`src/rtl/timer_arbiter.sv`:
```
// Four-requester round-robin arbiter sharing one prescaled tick timer.
// The owner holds the timer for its latched duration; dropping req aborts the run.
module timer_arbiter #(
  parameter int PRESCALE = 100,
  parameter int CNT_W    = 16
) (
  input  logic               i_clk,
  input  logic               rst,
  input  logic [3:0]         req,
  input  logic [4*CNT_W-1:0] i_dur,
  output logic [3:0]         gnt,
  output logic [3:0]         done,
  output logic               busy,
  output logic               tick
);

  localparam int PW = $clog2(PRESCALE);

  typedef enum logic [1:0] {
    S_IDLE,
    S_LOAD,
    S_RUN,
    S_DONE
  } state_t;

  state_t           state, state_nxt;
  logic [1:0]       g;
  logic [1:0]       ptr;
  logic [1:0]       sel;
  logic [PW-1:0]    pre;
  logic [CNT_W-1:0] cnt;
  logic [CNT_W-1:0] durs [4];
  logic [CNT_W-1:0] dur_g;
  logic             wrap;
  logic             found;

  always_comb begin
    for (int unsigned i = 0; i < 4; i++) begin
      durs[i] = i_dur[i*CNT_W +: CNT_W];
    end
    dur_g = durs[g];
  end

  assign wrap = (pre == PW'(PRESCALE - 1));

  // Round-robin search starting at ptr; first asserted request wins.
  always_comb begin
    sel   = ptr;
    found = 1'b0;
    for (int unsigned i = 0; i < 4; i++) begin
      if (!found && req[ptr + 2'(i)]) begin
        sel   = ptr + 2'(i);
        found = 1'b1;
      end
    end
  end

  always_comb begin
    state_nxt = state;
    case (state)
      S_IDLE: if (|req) state_nxt = S_LOAD;
      S_LOAD: begin
        if (!req[g])                 state_nxt = S_IDLE;
        else if (dur_g == '0)        state_nxt = S_DONE;
        else                         state_nxt = S_RUN;
      end
      S_RUN: begin
        if (!req[g])                             state_nxt = S_IDLE;
        else if (wrap && cnt == CNT_W'(1))       state_nxt = S_DONE;
      end
      S_DONE:  state_nxt = S_IDLE;
      default: state_nxt = S_IDLE;
    endcase
  end

  always_ff @(posedge i_clk or posedge rst) begin
    if (rst) begin
      state <= S_IDLE;
      g     <= '0;
      ptr   <= '0;
      pre   <= '0;
      cnt   <= '0;
    end else begin
      state <= state_nxt;
      case (state)
        S_IDLE: if (|req) g <= sel;
        S_LOAD: begin
          if (req[g]) begin
            cnt <= dur_g;
            pre <= '0;
          end else begin
            ptr <= g + 2'd1;
          end
        end
        S_RUN: begin
          // An abort leaves both counters frozen where they stopped.
          if (req[g]) begin
            if (wrap) begin
              pre <= '0;
              if (cnt != '0) cnt <= cnt - CNT_W'(1);
            end else begin
              pre <= pre + PW'(1);
            end
          end else begin
            ptr <= g + 2'd1;
          end
        end
        S_DONE:  ptr <= g + 2'd1;
        default: ;
      endcase
    end
  end

  assign busy = (state != S_IDLE);
  assign gnt  = busy ? (4'd1 << g) : '0;
  assign done = (state == S_DONE) ? (4'd1 << g) : '0;
  assign tick = (state == S_RUN) && wrap;

endmodule

```
`config.mk`:
```
export PLATFORM = sky130hd
export DESIGN_NAME = timer_arbiter
export DESIGN_NICKNAME = d
export VERILOG_FILES = /design/src/rtl/timer_arbiter.sv
export SDC_FILE = /design/constraint.sdc
export NUM_CORES = 1
export LEC_CHECK = 0
export ABC_AREA = 0
export CAP_MARGIN = 20
export CORE_ASPECT_RATIO = 1.2
export CORE_MARGIN = 2
export CORE_UTILIZATION = 50
export DETAILED_ROUTE_END_ITERATION = 10
export PLACE_DENSITY = 0.91
export SYNTH_ARGS = -nofsm -noshare
export SYNTH_HDL_FRONTEND = slang
export SYNTH_SLANG_ARGS = --single-unit
```
`constraint.sdc`:
```
create_clock -name i_clk -period 5 [get_ports i_clk]
set_input_delay 1 -clock i_clk [delete_from_list [all_inputs] [get_ports i_clk]]
set_output_delay 1 -clock i_clk [all_outputs]
set_load 0.01 [all_outputs]
```
Yosys cells after proc, flatten, opt, wreduce, memory -nomap -nowiden

Cells that the tools add are included.

Register bits after elaboration: 29
Output and inout port bits: 10
Input bits: 70
Word-level logic and storage cells: 90

Reductions and logical operators: 21
Shifts and indexed selects: 1
$lt $le $gt $ge: 6
Bitwise logic cells: 1
Multiplexer cells: 38
$add $sub $neg: 6
Equal/unequal tests: 12

Operators with widths:

| cell                                                       | count |
|---|---|
| 2-to-1 mux 16 bit                                          | 6 |
| binary-select mux 16 bit (select 2 bit)                    | 1 |
| one-hot mux 16 bit (2 select lines)                        | 1 |
| 2-to-1 mux 7 bit                                           | 3 |
| == test 16 x 1 -> 1 bit, second input constant             | 1 |
| zero test 16 bit                                           | 1 |
| 2-to-1 mux 2 bit                                           | 8 |
| nonzero test 16 bit                                        | 1 |
| subtractor 16 x 1 -> 16 bit, second input constant         | 1 |
| less-than comparator 2 x 3 -> 1 bit, second input constant | 5 |
| one-hot mux 7 bit (2 select lines)                         | 1 |
| inequality test 2 bit, second input constant               | 6 |
| binary-select mux 1 bit (select 2 bit)                     | 5 |
| 2-to-1 mux 1 bit                                           | 9 |
| 2-to-1 mux 4 bit                                           | 2 |
| one-hot mux 2 bit (4 select lines)                         | 1 |
| adder 7 x 1 -> 7 bit, second input constant                | 1 |
| == test 7 bit, second input constant                       | 1 |
| AND reduction 2 bit                                        | 3 |
| nonzero test 2 bit                                         | 3 |
| logical AND 1 bit                                          | 5 |
| AND reduction 5 bit                                        | 1 |
| adder 2 x 1 -> 2 bit, second input constant                | 2 |
| adder 2 bit, second input constant                         | 2 |
| other kinds (12)                                           | 15 |

Depth between registers and ports, before layout

Word-level depth: 12
Gate-level depth with buffers: 9
Gate-level depth less buffers: 7

Worst setup path after synthesis

Ideal clock, no wire load.

Kind: register -> output
Start point: register g[1]
End point: output done[1]
Path slack: 2.682 ns
Buffers on the path: 2
Cell stages (with the launch flop): 6
Data arrival time: 1.318 ns
Path through: dfrtp_1 buf_2 clkbuf_1 inv_1 ha_1 and2_1

Longest elaborated chain between the ends: 2

RTL lines:

| element                   | RTL line | text |
|---|---|---|
| start, declared           | 27       | `logic [1:0] g;` |
| start signal, assigned    | 86       | `S_IDLE: if (\|req) g <= sel;` |
| << shifter 1 x 2 -> 4 bit | 116      | `assign done = (state == S_DONE) ? (4'd1 << g) : '0;` |
| 2-to-1 mux 4 bit          | 116      |  |
| end, declared             | 12       | `output logic [3:0] done,` |

No other way between the ends.

Worst setup path in the final report

Start point: register state[0]
End point: output tick

Longest elaborated chain between the ends: 2

RTL lines:

| element                | RTL line | text |
|---|---|---|
| start, declared        | 26       | `state_t state, state_nxt;` |
| start signal, assigned | 84       | `state <= state_nxt;` |
| == test 2 bit          | 117      | `assign tick = (state == S_RUN) && wrap;` |
| logical AND 1 bit      | 117      |  |
| end, declared          | 14       | `output logic tick` |

No other way between the ends.

==> summary.txt <==
Run
  – Max_cap viols: 0

Place
  – Post-DP HPWL: roughly 5000 um
  – Cells after DPL: 377
  – DP Area: 3251 um2
  – GPL Wtd Cong: around 0.88
  – I/O Buffers: a little under 80

Yosys
  – Most frequent cells after synthesis: 29 x dfrtp_1, 29 x nor2_1, 19 x nand2_1
  – Biggest area consumer among synthesized cells: dfrtp_1
  – Top FF cell, synth: dfrtp_1
  – FF+latch count, synth: 29
  – Post-synth EDFFs: 0
  – Post-Syn Nets: 332
  – Synth cell types: 50
  – Sequential share of the synthesized area: 29.65%
  – Ys async rst share: 100.0%
  – Mapped Area: 2447 um2
  – Post-Syn Instances: 250
  – Share of the synthesized area in the top cell type: between 20 and 30%
  – Main area contributors after synthesis: dfrtp_1 30%, mux4_1 8.6%, mux4_2 8.3%
  – Synth Area per Inst: 9.789 um2
  – YS warnings: 0

Global route
  – Largest net degree at the start of global routing: 44
  – Total Routing Usage GR: 26.46%
  – Vias in the first global route: 2300
  – Initial antenna violation count: 0
  – Aggregate global routing overflow: 0
  – First-pass GRT wire length: ~11000 um

Power
  – Internal: 880.2 uW
  – PwrDens: around 450 nW/um2
  – Peak supply drop: 0.0002586 V
  – Clk network pwr share: between 10% and 20%
  – NetSw: 645.8 uW
  – Sequential share of power: 29.9%
  – Comb power frac: 57.1%
  – Leakage power: 0.001328 uW
  – Sw Ratio: 42.32%

Critical path
  – Worst Path Required: roughly 4.0 ns
  – Crit-path max FO: 43
  – Startpoint types: register
  – CP max stage delay: 0.62 ns
  – CP Cell Sequence: inv_1 -> ha_1 -> buf_4 -> inv_2 -> nor4b_2 -> clkdlybuf4s50_1
  – Worst Path Arrival: around 2.6 ns
  – Crit. End Element: output port
  – Slowest CP cell: clkdlybuf4s50_1
  – Crit Path Category: reg -> out

STA
  – Final Cycle Share: 72.01%
  – Clock Skews: between 0.008 and 0.009 ns
  – Max Clk Rate: 277.7 MHz
  – Hold slack: 0.5161 ns
  – Relative slew margins: 48.76%
  – RSZ-0062 raised after global routing: no
  – Fin. Hold Viols: 0
  – Setup TNS Final: 0 ns
  – Least-Margin Pin Slew: 0.7686 ns
  – Final Setup Violations: 0
  – Min cycle time layout: 3.600 ns
  – Slew Limit Fails: 0

Detailed routing
  – Via count: 2379
  – TritonRoute pass-1 iters: 4
  – Routed vias/inst: around 6.2
  – DR iter-0 viols: roughly 250
  – Average wire per standard cell: 17.02 um
  – DRC Markers: 0
  – Post-DRT Antenna Nets: 0
  – Final WL: 6571 um

Min path
  – Worst Hold Class: reg -> reg

Clock tree
  – Post-CTS Resized: 0
  – Hold-fix buffers, CTS: 0
  – Clock Path Buffers: 2
  – TritonCTS clock tree: yes
  – H-tree levels: 2
  – CTS clock-pin slew for the worst setup and hold paths: 0.07 ns
  – Clk root buf: clkbuf_8
  – Clk sink count: 29
  – CTS Buf Count: 5
  – Post-CTS Repair Setup Buffers: 0
  – Clock latency on the worst-skew pair: 0.29 ns

Status
  – Status: complete, no violations

Layout
  – # diodes: 0
  – Post-layout util: 72.49%
  – Post-route cell area: 3379 um2
  – Area grow syn2layout: 38.09%
  – Final-stage net count: 410
  – Layout cells sized above 1: 9.451%
  – Post-route insts no fill: 386

Floorplan
  – Initial Util: approximately 52%
  – Die Area: 5473 um2
  – DIE WIDTH: between 60 and 70 um
  – Cell Rows: 27
  – CORE AREA: 4662 um2
  – Die Y: 80.64 um
  – IO Count: 80
## per-layer routing
metal	vias up	routed length, um	GRT usage, %
met5	-	0	0
met4	0	185	12.00
met3	19	470	5.462
met2	127	3462	45.88
met1	1133	2453	30.76
li1	1100	-	-
## flip-flops by register name, indices dropped and copies added (netlist names)
register	count
cnt	16
g	2
pre	7
ptr	2
state	2
## power groups by stage
stage	registers [uW]	logic (uW)	clock network (uW)
final	456	871	199
after global routing	471	947	214
after CTS	452	850	201
after detailed placement	454	845	0
after global placement	448	810	0
after floorplan	408	663	0
## layout make-up
type	count	area (um2)
Multi-Input combinational cell	194	1590
Fill cell	305	1282
Timing Repair Buffer	83	848.3
Sequential cell	29	725.7
Clock buffer	7	86.33
Tap cell	58	72.57
Inverter	15	56.30
## placed cells by master (no fill, tap or decap), types with 5 or more instances in the layout
| cell | Yosys | layout |
|---|---|---|
| mux4_1 | 8 | 8 |
| xor2_1 | 5 | 5 |
| nand2_1 | 19 | 19 |
| a21oi_1 | 15 | 15 |
| nor4_1 | 5 | 5 |
| nor2_1 | 29 | 29 |
| clkdlybuf4s50_1 | 0 | 79 |
| dfrtp_1 | 29 | 29 |
| o21ai_1 | 8 | 8 |
| mux4_2 | 9 | 9 |
| o22a_1 | 16 | 16 |
| ha_1 | 12 | 12 |
| inv_1 | 14 | 14 |
| nor2b_1 | 8 | 8 |
| and2_1 | 5 | 5 |
| clkbuf_8 | 0 | 6 |
## per-stage QoR
step / worst slack [ns] / total power (uW)
6_report: 1.400 / 1526
5_1_grt: 1.252 / 1633
4_1_cts: 1.405 / 1503
3_5_place_dp: 1.723 / 1299
3_3_place_gp: 1.832 / 1258
2_1_floorplan: 2.682 / 1071
## path summary, 6_finish.rpt
path                          start  endpoint  slack [ns]  depth (start not counted)
max                        state[0]      tick        1.40                          6
min                          pre[0]    pre[0]        0.52                          1
max reg2reg                state[0]   cnt[13]        2.40                          9
min reg2reg                  pre[0]    pre[0]        0.52                          1
max in group asynchronous       rst      g[0]        3.45                          3
min in group asynchronous       rst    pre[0]        1.07                          2
## critical path: cells and delay by family, from the launching register on
kind	cells	cell delay, ns
AND/OR/NAND/NOR	1	0.49
flip-flops	1	0.40
buffers and inverters	4	1.26
adder cells (fa/ha/maj)	1	0.16
## cells by family after synthesis
group | count (synthesis) | synth area share (%)
buf+inv | 27 | 5.368
flops | 29 | 29.65
xor+xnor | 6 | 2.147
compound gates | 61 | 17.84
mux | 19 | 17.79
fa+ha+maj | 12 | 6.135
simple gates | 96 | 21.06
Note: power is estimated with default switching activity, not from simulation.
